**config.mk**
```make
export PLATFORM = sky130hd
export DESIGN_NAME = instruction_fetch_unit
export DESIGN_NICKNAME = d
export VERILOG_FILES = /design/src/rtl/instruction_fetch_unit.sv
export SDC_FILE = /design/constraint.sdc
export NUM_CORES = 1
export LEC_CHECK = 0
export BUFFER_PORTS_ARGS = -buffer_cell sky130_fd_sc_hd__buf_2
export CORE_AREA = 3 3 114 138
export CTS_CLUSTER_DIAMETER = 40
export DETAILED_ROUTE_END_ITERATION = 10
export DIE_AREA = 0 0 117 141
export GPL_TIMING_DRIVEN = 0
export PLACE_DENSITY = 0.67
export SLEW_MARGIN = 20
export SYNTH_ARGS = -nofsm -noshare
export SYNTH_HDL_FRONTEND = slang
export SYNTH_SLANG_ARGS = --single-unit
```
**constraint.sdc**
```tcl
create_clock -name clk -period 3.7 [get_ports clk]
set_clock_uncertainty 0.15 [all_clocks]
set_input_delay 0.185 -clock clk [delete_from_list [all_inputs] [get_ports clk]]
set_output_delay 0.185 -clock clk [all_outputs]
set_load 0.02 [all_outputs]
```
**src/rtl/instruction_fetch_unit.sv**
```systemverilog
// Instruction fetch initiator: issues SETUP/READ memory cycles, buffers returned
// words in a small prefetch FIFO and hands them to decode with valid/ready.
module instruction_fetch_unit #(
  parameter int unsigned   AW       = 16,
  parameter int unsigned   DW       = 16,
  parameter int unsigned   DEPTH    = 2,
  parameter logic [AW-1:0] RESET_PC = '0
) (
  input  logic          clk,
  input  logic          rst_n,
  input  logic          en,
  output logic [AW-1:0] ADDBUS,
  output logic          RD,
  input  logic [DW-1:0] DATAIN,
  input  logic          redirect,
  input  logic [AW-1:0] redirect_pc,
  output logic [DW-1:0] ins_out,
  output logic [AW-1:0] pc_out,
  output logic          ins_valid,
  input  logic          ins_ready,
  output logic          busy
);

  localparam int unsigned PW = $clog2(DEPTH);
  localparam int unsigned CW = $clog2(DEPTH + 1);

  typedef enum logic [1:0] {IDLE, SETUP, READ} state_t;

  typedef struct packed {
    logic [AW-1:0] pc;
    logic [DW-1:0] ins;
  } entry_t;

  state_t          state;
  state_t          state_nxt;
  logic [AW-1:0]   pc;
  logic [AW-1:0]   pc_nxt;
  logic [CW-1:0]   count;
  logic [CW-1:0]   count_nxt;
  logic [PW-1:0]   wr_ptr;
  logic [PW-1:0]   rd_ptr;
  logic [PW-1:0]   rd_ptr_nxt;
  entry_t          mem [DEPTH];
  entry_t          push_entry;
  entry_t          head_nxt;
  logic            head_load;
  logic            push;
  logic            pop;
  logic            room;
  logic            rd_nxt;
  logic            busy_nxt;
  logic            addr_load;

  // Datapath: FIFO occupancy, PC and next head after this cycle's push/pop
  always_comb begin
    pop        = ins_valid & ins_ready;
    push       = (state == READ) & ~redirect;
    push_entry = '{pc: pc, ins: DATAIN};
    rd_ptr_nxt = rd_ptr + PW'(pop);
    count_nxt  = count + CW'(push) - CW'(pop);
    room       = count_nxt < CW'(DEPTH);
    pc_nxt     = pc;
    head_nxt   = '{pc: pc_out, ins: ins_out};
    head_load  = 1'b0;
    if (redirect) begin
      count_nxt = '0;
      pc_nxt    = redirect_pc;
    end else begin
      if (push) begin
        pc_nxt = AW'(pc + AW'(1));
      end
      if (count_nxt != '0) begin
        head_load = 1'b1;
        // Incoming word becomes head when nothing older survives this cycle
        if ((count - CW'(pop)) == '0) begin
          head_nxt = push_entry;
        end else begin
          head_nxt = mem[rd_ptr_nxt];
        end
      end
    end
  end

  // State register
  always_ff @(posedge clk or negedge rst_n) begin
    if (!rst_n) begin
      state <= IDLE;
    end else begin
      state <= state_nxt;
    end
  end

  // Next-state logic; redirect overrides everything
  always_comb begin
    state_nxt = state;
    case (state)
      IDLE:    if (en && room) state_nxt = SETUP;
      SETUP:   state_nxt = READ;
      READ:    state_nxt = (en && room) ? SETUP : IDLE;
      default: state_nxt = IDLE;
    endcase
    if (redirect) begin
      state_nxt = en ? SETUP : IDLE;
    end
  end

  // Output decode for the registered bus outputs
  always_comb begin
    rd_nxt    = 1'b0;
    busy_nxt  = 1'b0;
    addr_load = 1'b0;
    if (state_nxt == READ) begin
      rd_nxt = 1'b1;
    end
    if (state_nxt != IDLE) begin
      busy_nxt = 1'b1;
    end
    // Address follows PC on entering SETUP and when a read retires
    if ((state_nxt == SETUP) || push) begin
      addr_load = 1'b1;
    end
  end

  always_ff @(posedge clk or negedge rst_n) begin
    if (!rst_n) begin
      pc        <= RESET_PC;
      ADDBUS    <= '0;
      RD        <= 1'b0;
      busy      <= 1'b0;
      count     <= '0;
      wr_ptr    <= '0;
      rd_ptr    <= '0;
      ins_valid <= 1'b0;
      ins_out   <= '0;
      pc_out    <= '0;
    end else begin
      pc        <= pc_nxt;
      RD        <= rd_nxt;
      busy      <= busy_nxt;
      count     <= count_nxt;
      ins_valid <= (count_nxt != '0);
      if (addr_load) begin
        ADDBUS <= pc_nxt;
      end
      if (redirect) begin
        wr_ptr <= '0;
        rd_ptr <= '0;
      end else begin
        wr_ptr <= wr_ptr + PW'(push);
        rd_ptr <= rd_ptr_nxt;
      end
      if (head_load) begin
        ins_out <= head_nxt.ins;
        pc_out  <= head_nxt.pc;
      end
    end
  end

  // FIFO storage needs no reset; validity is tracked by count
  always_ff @(posedge clk) begin
    if (push) begin
      mem[wr_ptr] <= push_entry;
    end
  end

endmodule

```
==> results.md, run 1 <==
* Critical-path maximum fanout at 10
* N_diodes at 0
* DR vias/cell at 5.08
* Pin count of the biggest net entering global routing at 44
* Cell at the slowest stage of the critical path: a221oi_2
* Die area at 16,500 um^2
* Crit-path most repeated cell: xor2_1
* HPWL after DPL at roughly 8.5 mm
* Number of global-route vias before repair at 3,928
* R2R Setup Slk at roughly 200 ps
* Port bufs at 86
* Slew headroom at 0.453
* Placed insts at 676
* Multi-input logic area at ~1900 um^2
* Worst-Margin Slew at 820 ps
* Min cycle time layout at 3500 ps
* Fin util at 0.516
* Min-Delay Path Class: in2reg
* Filler Cell Count at 1,223
* WL/cell at 16.8 um
* RSZ-0062 raised after global routing: no
* Synth cell types at 39
* Synth Net Count at approximately 450
* Register Area at around 3700 um^2
* Global-route wire length before repair at around 20 mm
* Seq/Total Area, Yosys at 0.649
* Req. time, crit path at roughly 3900 ps
* DRC viols at 0
* Detailed Route WL at between 10 and 15 mm
* Final nets at slightly below 600
* Gp weighted congestion at roughly 0.87
* Worst setup margin at about 200 ps
* Crit path to: ADDBUS[11]
* Fmax at 286 MHz
* GR Overflow Total at 0
* Setup CP Type: reg2reg
* 1st-pass router iterations at 5
* Warning count from the yosys run at 0
* Iter 0 DRT Violations at just under 200
* Post-CTS sizing at 0
* Clock transition at the registers of the reported paths at around 60 ps
* FF-to-FF Start: state[0]
* Routed vias at roughly 3,800
* Initial antenna violation count at 0
* Clk_lat worst skew at around 420 ps
* Max-cap check violation count at 0
* Post-route clock period utilization at 0.946
* CTS Buffer Depth at 2
* Fin Setup TNS at 0 ps
* Synth-to-layout area growth at 28.8%
* Initial Util at 0.401
* Root Driver: clkbuf_16
* Critical path origin: state[0]
* Post-Syn Instances at just over 400
* Setup Slack @ Placement at roughly 180 ps
* Total CTS buffers at 17
* Final Max Slew Viols at 0
* Critical Path Source Type: flip-flop
* Crit-path cells: or3b_4 -> clkinv_4 -> xnor2_1 -> ha_1 -> xor2_1 -> xor2_1 -> a221oi_2 -> buf_2 -> mux2_2
* Finished Layout Cells at between 700 and 800
* GRT Resource Usage Total at 0.162
* Outcome: completed
* Final Instance Area at between 7000 and 8000 um^2
* Worst Path Arrival at between 3000 and 4000 ps
* Post-route ant nets at 0
* CTS sink cnt at roughly 140
* Worst ir drop on vdd at a little under 0.4 mV
* Avg Cell Area, Syn at ~14 um^2
* H-tree depth at 4
* I/O Pins at between 80 and 90
* Post-Place Cell Area at approximately 6500 um^2
* Leak at 3.25 nW
* RR Endpoint: ADDBUS[11]
* Count of state elements after synthesis at approximately 140
* Min Hold Slack at around 36 ps
* Die Height at between 100 and 150 um
* Die W at around 120 um
* Mapped cell area at between 5000 and 6000 um^2
* Reg2reg path depth at 9
* Final setup viols at 0
* Core area at roughly 14,000 um^2
* Crit end category: flip-flop
* Most frequent cells in the layout: 89 x buf_2, 73 x dfrtp_1, 64 x edfxtp_1
* CTS tree: built
* Power per cell area at slightly below 800 nW/um^2
* Share of layout cells above drive strength 1 at 0.319
* Num rows at 48
* Worst path max stage delay at around 700 ps
* Final Hold Viols at 0
* Leading cell type in the layout, fill and taps excluded: buf_2
* Final Power at approximately 5.8 mW
critical path: cells and delay by family, from the launching register on:
family                   cells  cell delay (ps)
adder cells (fa/ha/maj)      1              180
buffers and inverters        2              500
AO/OA/AOI/OAI                1              690
AND/OR/NAND/NOR              1              470
XOR/XNOR                     3              610
multiplexers                 1              370
flip-flops                   1              410
cell usage after synthesis, drive strengths merged:
cell    number  share of area
nand3b       1         0.0013
clkbuf      10         0.0065
nand3        8         0.0069
a221oi       1         0.0026
dfrtp       73           0.32
nand2       50          0.032
ha           4         0.0087
nor3         6         0.0052
xnor2       12          0.018
xor2         6         0.0091
edfxtp      64           0.33
or4          1         0.0013
or2          1         0.0011
mux2i       32          0.055
o21a         1         0.0013
nor2b        3         0.0032
o21ai       44          0.039
nor4         4         0.0080
a21o         2         0.0026
nor2        11         0.0071
or3b         1         0.0019
o31ai        1         0.0013
a221o        3         0.0052
a21oi        3         0.0032
mux2        49           0.10
inv          2         0.0013
buf         10          0.014
nor3b        4         0.0052
clkinv       1         0.0015
nand4        4         0.0043
sequential cells by signal (all words and copies together), names as in the netlist:
name	cells
busy	1
state	2
ins_valid	1
ins_out	16
rd_ptr	1
pc_out	16
RD	1
wr_ptr	1
ADDBUS	16
mem	64
count	2
pc	16
power by group:
group          internal, mW  total (mW)  switching (mW)  leakage (nW)
Sequential             1.91        2.08           0.176          1.47
Clock                  1.06        1.65           0.594         0.291
Combinational         0.885        2.02            1.14          1.49
worst min-delay path by stage:
| stage | from | to | slack [ps] | cells after the start |
|---|---|---|---|---|
| 2_1_floorplan | rst_n | ADDBUS[0] | -260 | 0 |
| 3_3_place_gp | DATAIN[12] | mem[0][12] | 240 | 1 |
| 3_5_place_dp | rst_n | ins_out[15] | 30 | 1 |
| 4_1_cts | redirect | ins_valid | 30 | 3 |
| 5_1_grt | redirect | ins_valid | 40 | 3 |
| 6_report | redirect | ins_valid | 40 | 3 |
per-layer routing:
| metal | up-vias | GRT usage | part of all wire |
|---|---|---|---|
| li1 | 1783 | - | - |
| met1 | 1849 | 0.200 | 0.43 |
| met2 | 110 | 0.263 | 0.50 |
| met3 | 25 | 0.0447 | 0.044 |
| met4 | 0 | 0.0700 | 0.020 |
| met5 | - | 0 | 0 |
logic make-up (layout without fill, tap and decap cells):
family | Yosys count | after routing | share of synthesized area
compound gates | 55 | 55 | 0.0550
xor+xnor | 18 | 18 | 0.0273
fa+ha+maj | 4 | 4 | 0.00866
buf+inv | 23 | 178 | 0.0232
flops | 137 | 137 | 0.649
mux | 81 | 81 | 0.159
simple gates | 94 | 94 | 0.0782
what timing repair did:
action | CTS | global route
hold buffers | 34 | 0
buffers inserted | 0 | 0
endpoints found under the hold margin | 140 | 0
cell type report:
type	instances	area share
sequential	137	0.504
multi-input combinational	252	0.255
buffer	20	0.0158
clock inverter	6	0.00790
timing repair buffer	123	0.114
inverter	3	0.00219
clock buffer	26	0.0715
tap	175	0.0294
Power figures use the tool's default switching activity.
==> run 2: changes to the inputs <==
--- a/config.mk
+++ b/config.mk
@@ -5,13 +5,14 @@
 export SDC_FILE = /design/constraint.sdc
 export NUM_CORES = 1
 export LEC_CHECK = 0
+export ABC_AREA = 1
 export BUFFER_PORTS_ARGS = -buffer_cell sky130_fd_sc_hd__buf_2
-export CORE_AREA = 3 3 114 138
+export CORE_AREA = 3 3 117 142
 export CTS_CLUSTER_DIAMETER = 40
 export DETAILED_ROUTE_END_ITERATION = 10
-export DIE_AREA = 0 0 117 141
+export DIE_AREA = 0 0 120 145
 export GPL_TIMING_DRIVEN = 0
-export PLACE_DENSITY = 0.67
+export PLACE_DENSITY = 0.66
 export SLEW_MARGIN = 20
 export SYNTH_ARGS = -nofsm -noshare
 export SYNTH_HDL_FRONTEND = slang
==> constraint.sdc (replaced) <==
create_clock -name clk -period 3.99 [get_ports clk]
set_clock_uncertainty 0.15 [all_clocks]
set_input_delay 0.1995 -clock clk [delete_from_list [all_inputs] [get_ports clk]]
set_output_delay 0.1995 -clock clk [all_outputs]
set_load 0.02 [all_outputs]
==> results.md, run 2 <==
* Final Power at 5.52 mW (-4.0%)
* Final setup viols at 0 (unchanged)
* Port bufs at 87 (+1.2%)
* Critical path origin: state[0]
* Clk_lat worst skew at 420 ps (about the same)
* Top post-synthesis cells by area: edfxtp_1 32%, dfrtp_1 30%, nand2_1 11%
* Crit path to: ADDBUS[3]
* Power per cell area at 704 nW/um^2 (-9.0%)
* RR Endpoint: ADDBUS[3]
* Dominant cell type by area after synthesis: edfxtp_1
* CTS sink cnt at 137 (unchanged)
* Detailed Route WL at 13.5 mm (+7.8%)
* Fin util at 0.508 (-0.00837)
* Synth cell types at 33 (-15%)
* Yosys top cell area share at 0.315 (-0.0174)
* Synth-to-layout area growth at 28.7% (about the same)
* Crit end category: flip-flop
* Synth top cells by count: 175 x nand2_1, 73 x dfrtp_1, 64 x edfxtp_1, 49 x inv_1, 43 x nor2_1
* Post-CTS sizing at 0 (unchanged)
* Initial antenna violation count at 0 (unchanged)
* Setup CP Type: reg2reg
* DRC viols at 0 (unchanged)
* Final nets at 799 (+34%)
* Post-Syn Instances at 611 (+48%)
* Root Driver: clkbuf_16
* Warning count from the yosys run at 0 (unchanged)
* 1st-pass router iterations at 4 (-1)
* Number of global-route vias before repair at 4,439 (+13%)
* Outcome: completed
* Crit-path most repeated cell: nand2_1
* Die Height at 145 um (+2.8%)
* Global-route wire length before repair at 22.1 mm (+9.0%)
* Number of flops mapped to enable cells by yosys at 64 (unchanged)
* Leading cell type in the layout, fill and taps excluded: nand2_1
* Synth Flop Type: dfrtp_1
* Worst Path Arrival at 2660 ps (-990 ps)
* Post-route ant nets at 0 (unchanged)
* Leak at 3.54 nW (+8.9%)
* Seq/Total Area, Yosys at 0.615 (-0.0340)
* Avg Cell Area, Syn at 9.98 um^2 (-29%)
* Min cycle time layout at 2450 ps (-1050 ps)
* Final Hold Viols at 0 (unchanged)
* DR vias/cell at 4.61 (-9.3%)
* R2R Setup Slk at 1540 ps (+1340 ps)
* Post-route clock period utilization at 0.615 (-0.331)
* Min-Delay Path Class: in2reg
* CTS tree: built
* RSZ-0062 raised after global routing: no
* Die area at 17,400 um^2 (+5.5%)
* Asr flop ratio synth at 0.533 (unchanged)
* Core area at 15,500 um^2 (+7.2%)
* Biggest register: mem
* Cell at the slowest stage of the critical path: dfrtp_1
* Req. time, crit path at 4200 ps (+350 ps)
* Top-count cell post-synth: nand2_1
* Critical-path maximum fanout at 11 (+1)
* H-tree depth at 4 (unchanged)
* Routed vias at 4,509 (+20%)
* Slew headroom at 0.636 (+0.183)
* Fin Setup TNS at 0 ps (unchanged)
* Worst path max stage delay at 370 ps (-320 ps)
* Total CTS buffers at 17 (unchanged)
* WL/cell at 13.7 um (-18%)
* CTS Buffer Depth at 2 (unchanged)
* Critical Path Source Type: flip-flop
* Crit-path cells: inv_1 -> nand3_2 -> buf_6 -> inv_2 -> buf_6 -> nand2_1 -> nand2_1 -> ha_1 -> xor2_1 -> nand3_1 -> nand3_2 -> nand3_2 -> nand2_4 -> buf_2 -> nand2_1 -> nand2_1
* Iter 0 DRT Violations at 233 (+19%)
* Synth Net Count at 652 (+44%)
* Gp weighted congestion at 0.876 (+0.17%)
* Worst-Margin Slew at 546 ps (-274 ps)
* HPWL after DPL at 9.11 mm (+7.8%)
* FF-to-FF Start: state[0]
* Fmax at 408 MHz (+43%)
* Pin count of the biggest net entering global routing at 40 (-9.1%)
* Most frequent cells in the layout: 175 x nand2_1, 97 x buf_2, 73 x dfrtp_1
* Clock transition at the registers of the reported paths at 50 ps (about the same)
* Max-cap check violation count at 0 (unchanged)
* Reg2reg path depth at 16 (+7)
* I/O Pins at 88 (unchanged)
* Post-Place Cell Area at 6870 um^2 (+5.6%)
* Placed insts at 909 (+34%)
* GRT Resource Usage Total at 0.163 (+0.00149)
* Count of state elements after synthesis at 137 (unchanged)
* N_diodes at 0 (unchanged)
* Num rows at 50 (+4.2%)
* Share of layout cells above drive strength 1 at 0.244 (-0.0754)
* Final Instance Area at 7850 um^2 (+5.5%)
* Initial Util at 0.394 (-0.00629)
* Die W at 120 um (+2.6%)
* GR Overflow Total at 0 (unchanged)
* Max reg flops at 64 (unchanged)
* Mapped cell area at 6100 um^2 (+5.5%)
* Worst ir drop on vdd at 0.374 mV (-3.0%)
* Finished Layout Cells at 979 (+32%)
* Final Max Slew Viols at 0 (unchanged)
==> run 2: changes by cell type after synthesis, moves of 8 or more <==
cell / previous run / this run
nand2_1: 50 / 175
inv_1: 2 / 49
mux2_2: 33 / 0
mux2i_1: 32 / 0
nor2_1: 11 / 43
o21a_1: 1 / 32
a21oi_1: 2 / 18
a21oi_2: 1 / 17
nand3_1: 8 / 22
mux2_4: 12 / 0
nor2_2: 0 / 12
o21ai_1: 15 / 4
o21ai_0: 28 / 36
xnor2_1: 12 / 4
==> run 2: cells by family after synthesis <==
group | synth area share
AOI/OAI and AO/OA | 0.117
buffers and inverters | 0.0612
DFF | 0.615
adders and majority gates | 0.00821
xor gates and xnor gates | 0.00862
and+or+nand+nor | 0.190
==> run 2: per-layer routing <==
metal,track usage,vias to the layer above,wire (um)
li1,-,2297,-
met1,0.206,2096,6050
met2,0.271,97,6610
met3,0.0359,19,556
met4,0.0665,0,239
met5,0,-,0
==> run 2: where the power goes <==
group,total (mW),switching [mW],internal (mW)
clock,1.55,0.577,0.969
combinational,2.05,1.30,0.749
sequential,1.93,0.164,1.77
total,5.52,2.04,3.48
==> run 2: metrics by stage <==
| stage | setup WS [ps] | hold WS, ps |
|---|---|---|
| 2_1_floorplan | 1780 | -246 |
| 3_5_place_dp | 1470 | 46.8 |
| 6_report | 1540 | 56.9 |
| 4_1_cts | 1530 | 35.1 |
| 3_3_place_gp | 1160 | 252 |
| 5_1_grt | 1300 | 66.2 |
==> run 2: cell type report <==
| class | instances | area [um^2] |
|---|---|---|
| multi-input cells | 394 | 1980 |
| plain buffers | 28 | 175 |
| inverters | 52 | 198 |
| well taps | 208 | 260 |
| flip-flops and latches | 137 | 3750 |
| clock buffers | 22 | 474 |
| clock inverters | 10 | 118 |
| fillers | 1416 | 7610 |
| repair buffers | 128 | 893 |
==> run 2: repair_timing <==
action | 4_1_cts | 5_1_grt
hold buffers | 38 | 0
hold endpoints to repair | 118 | 0
setup buffers | 0 | 0
==> run 2: worst min path at each step <==
stage,endpoint,startpoint,cells after the start,slack (ps)
finish,pc[0],redirect,4,60
CTS,ADDBUS[3],redirect,4,40
floorplan,ADDBUS[0],rst_n,0,-250
detailed placement,ADDBUS[14],rst_n,1,50
global placement,mem[0][1],DATAIN[1],1,250
global route,pc[0],redirect,4,70
==> run 2: critical path: cells and delay by family, from the launching register on <==
kind	cells	cell delay [ps]
and+or+nand+nor	9	830
DFF	1	370
adders and majority gates	1	180
xor gates and xnor gates	1	150
buffers and inverters	5	710
==> run 3: changes to the inputs <==
--- a/config.mk
+++ b/config.mk
@@ -12,7 +12,7 @@
 export DETAILED_ROUTE_END_ITERATION = 10
 export DIE_AREA = 0 0 120 145
 export GPL_TIMING_DRIVEN = 0
-export PLACE_DENSITY = 0.66
+export PLACE_DENSITY = 0.69
 export SLEW_MARGIN = 20
 export SYNTH_ARGS = -nofsm -noshare
 export SYNTH_HDL_FRONTEND = slang
==> constraint.sdc (replaced) <==
create_clock -name clk -period 2.15 [get_ports clk]
set_clock_uncertainty 0.15 [all_clocks]
set_input_delay 0.1075 -clock clk [delete_from_list [all_inputs] [get_ports clk]]
set_output_delay 0.1075 -clock clk [all_outputs]
set_load 0.02 [all_outputs]
==> results.md, run 3 (synthesized netlist as in run 2, its figures left out) <==
* Fmax at 459 MHz (+13%)
* Post-route ant nets at 0 (unchanged)
* Clk_lat worst skew at 410 ps (about the same)
* I/O Pins at 88 (unchanged)
* Die Height at 145 um (unchanged)
* H-tree depth at 4 (unchanged)
* Setup CP Type: reg2reg
* Port bufs at 87 (unchanged)
* Root Driver: clkbuf_16
* Leading cell type in the layout, fill and taps excluded: nand2_1
* GR Overflow Total at 0 (unchanged)
* Crit end category: flip-flop
* Filler Cell Count at 1,344 (-5.1%)
* Post-route clock period utilization at 1.01 (+0.398)
* Max reg flops at 64 (unchanged)
* Final Power at 11.8 mW (+110%)
* Slew headroom at 0.631 (-0.00456)
* Min-Delay Path Class: in2async
* Min Hold Slack at 19.7 ps (-37.2 ps)
* Fin Setup TNS at -188 ps (-188 ps)
* Iter 0 DRT Violations at 255 (+9.4%)
* Gp weighted congestion at 0.902 (+2.9%)
* Final Instance Area at 8500 um^2 (+8.4%)
* Final nets at 815 (+2.0%)
* Min cycle time layout at 2180 ps (-275 ps)
* Post-Place Cell Area at 6890 um^2 (+0.18%)
* Critical-path maximum fanout at 8 (-3)
* Register Area at 3750 um^2 (unchanged)
* Number of global-route vias before repair at 4,700 (+5.9%)
* Initial antenna violation count at 0 (unchanged)
* Placed insts at 909 (unchanged)
* DR vias/cell at 4.68 (+1.7%)
* Biggest register: mem
* Final Max Slew Viols at 0 (unchanged)
* Worst ir drop on vdd at 0.721 mV (+93%)
* Core area at 15,500 um^2 (unchanged)
* Critical Path Source Type: flip-flop
* HPWL after DPL at 9.33 mm (+2.4%)
* N_diodes at 0 (unchanged)
* Routed vias at 4,661 (+3.4%)
* Share of layout cells above drive strength 1 at 0.314 (+0.0700)
* Power per cell area at 1380 nW/um^2 (+96%)
* Worst setup margin at -27.6 ps (-1560 ps)
* Detailed Route WL at 14.5 mm (+7.6%)
* Total CTS buffers at 17 (unchanged)
* GRT Resource Usage Total at 0.169 (+0.00630)
* Synth-to-layout area growth at 39.5%
* Finished Layout Cells at 995 (+1.6%)
* CTS sink cnt at 137 (unchanged)
* Leak at 3.75 nW (+6.1%)
* Fin util at 0.550 (+0.0424)
* RSZ-0062 raised after global routing: yes
* Die area at 17,400 um^2 (unchanged)
* CTS tree: built
* Outcome: finished with violations
* Global-route wire length before repair at 23.4 mm (+5.7%)
* Final Hold Viols at 0 (unchanged)
* Worst Path Arrival at 2330 ps (-330 ps)
* Req. time, crit path at 2300 ps (-1900 ps)
* Worst-Margin Slew at 553 ps (+6.84 ps)
* 1st-pass router iterations at 4 (unchanged)
* Pin count of the biggest net entering global routing at 45 (+13%)
* Num rows at 50 (unchanged)
* WL/cell at 14.6 um (+5.9%)
* Max-cap check violation count at 0 (unchanged)
* Failing checks: negative setup slack
* Setup Slack @ Placement at -304 ps (-1780 ps)
* Clock transition at the registers of the reported paths at 60 ps (about the same)
* Multi-input logic area at 2240 um^2 (+13%)
* Final setup viols at 13 (+13)
* Initial Util at 0.394 (unchanged)
* CTS Buffer Depth at 2 (unchanged)
* Die W at 120 um (unchanged)
* DRC viols at 0 (unchanged)
* Most frequent cells in the layout: 159 x nand2_1, 94 x buf_2, 73 x dfrtp_1
[run 3: cell types whose count changed in the layout (fill, tap and decap cells not counted), sizes merged]
| cell | before | now |
|---|---|---|
| dlygate4sd3 | 38 | 40 |
| inv | 53 | 52 |
| buf | 111 | 121 |
| bufinv | 2 | 6 |
| clkinv | 3 | 6 |
| clkinvlp | 4 | 2 |
[run 3: layout make-up]
type / instances / area share
clock inverters: 14 / 0.0265
inverters: 52 / 0.0253
well taps: 208 / 0.0306
clock buffers: 18 / 0.0517
repair buffers: 145 / 0.133
plain buffers: 27 / 0.0286
flip-flops and latches: 137 / 0.441
multi-input cells: 394 / 0.264
[run 3: report_power, final]
part / total [mW] / internal (mW) / switching, mW / leakage, nW
Clock: 3.28 / 2.19 / 1.09 / 0.319
Combinational: 4.80 / 2.01 / 2.79 / 1.99
Sequential: 3.67 / 3.28 / 0.396 / 1.44
Total: 11.8 / 7.48 / 4.27 / 3.75
[run 3: critical path, cell delays in order (launching register included)]
cell       delay, ps
dfrtp_1          380
inv_2             50
nand3_2           70
buf_8            140
clkinv_8          40
nand2_2           30
nand2_1           50
ha_2             190
xor2_1           160
nand3_1          140
nand3_4          120
nand2_4           80
buf_12           160
clkbuf_16        170
nor2_4            80
a21oi_2           30
[run 3: repair_timing]
item / 4_1_cts / 5_1_grt
buffers inserted: 6 / 4
hold buffers: 40 / 0
setup endpoints to repair: 49 / 80
cloned: 1 / 4
gates resized for setup: 29 / 68
endpoints found under the hold margin: 156 / 0
pin swaps: 3 / 13
[run 3: path summary, 6_finish.rpt]
check	to	cells after the start	startpoint	slack, ps
setup / recovery	ins_out[1]	15	state[0]	-30
hold reg to reg	ADDBUS[7]	2	ADDBUS[7]	330
min in group clk	state[1]	4	redirect	60
hold / removal	ADDBUS[14]	2	rst_n	20
max in group asynchronous	rd_ptr	3	rst_n	1260
setup reg to reg	ins_out[1]	15	state[0]	-30
[run 3: metal layers]
metal,global-route usage,up-vias,share of wire
li1,-,2329,-
met1,0.212,2219,0.43
met2,0.286,98,0.52
met3,0.0366,15,0.039
met4,0.0636,0,0.016
met5,0,-,0
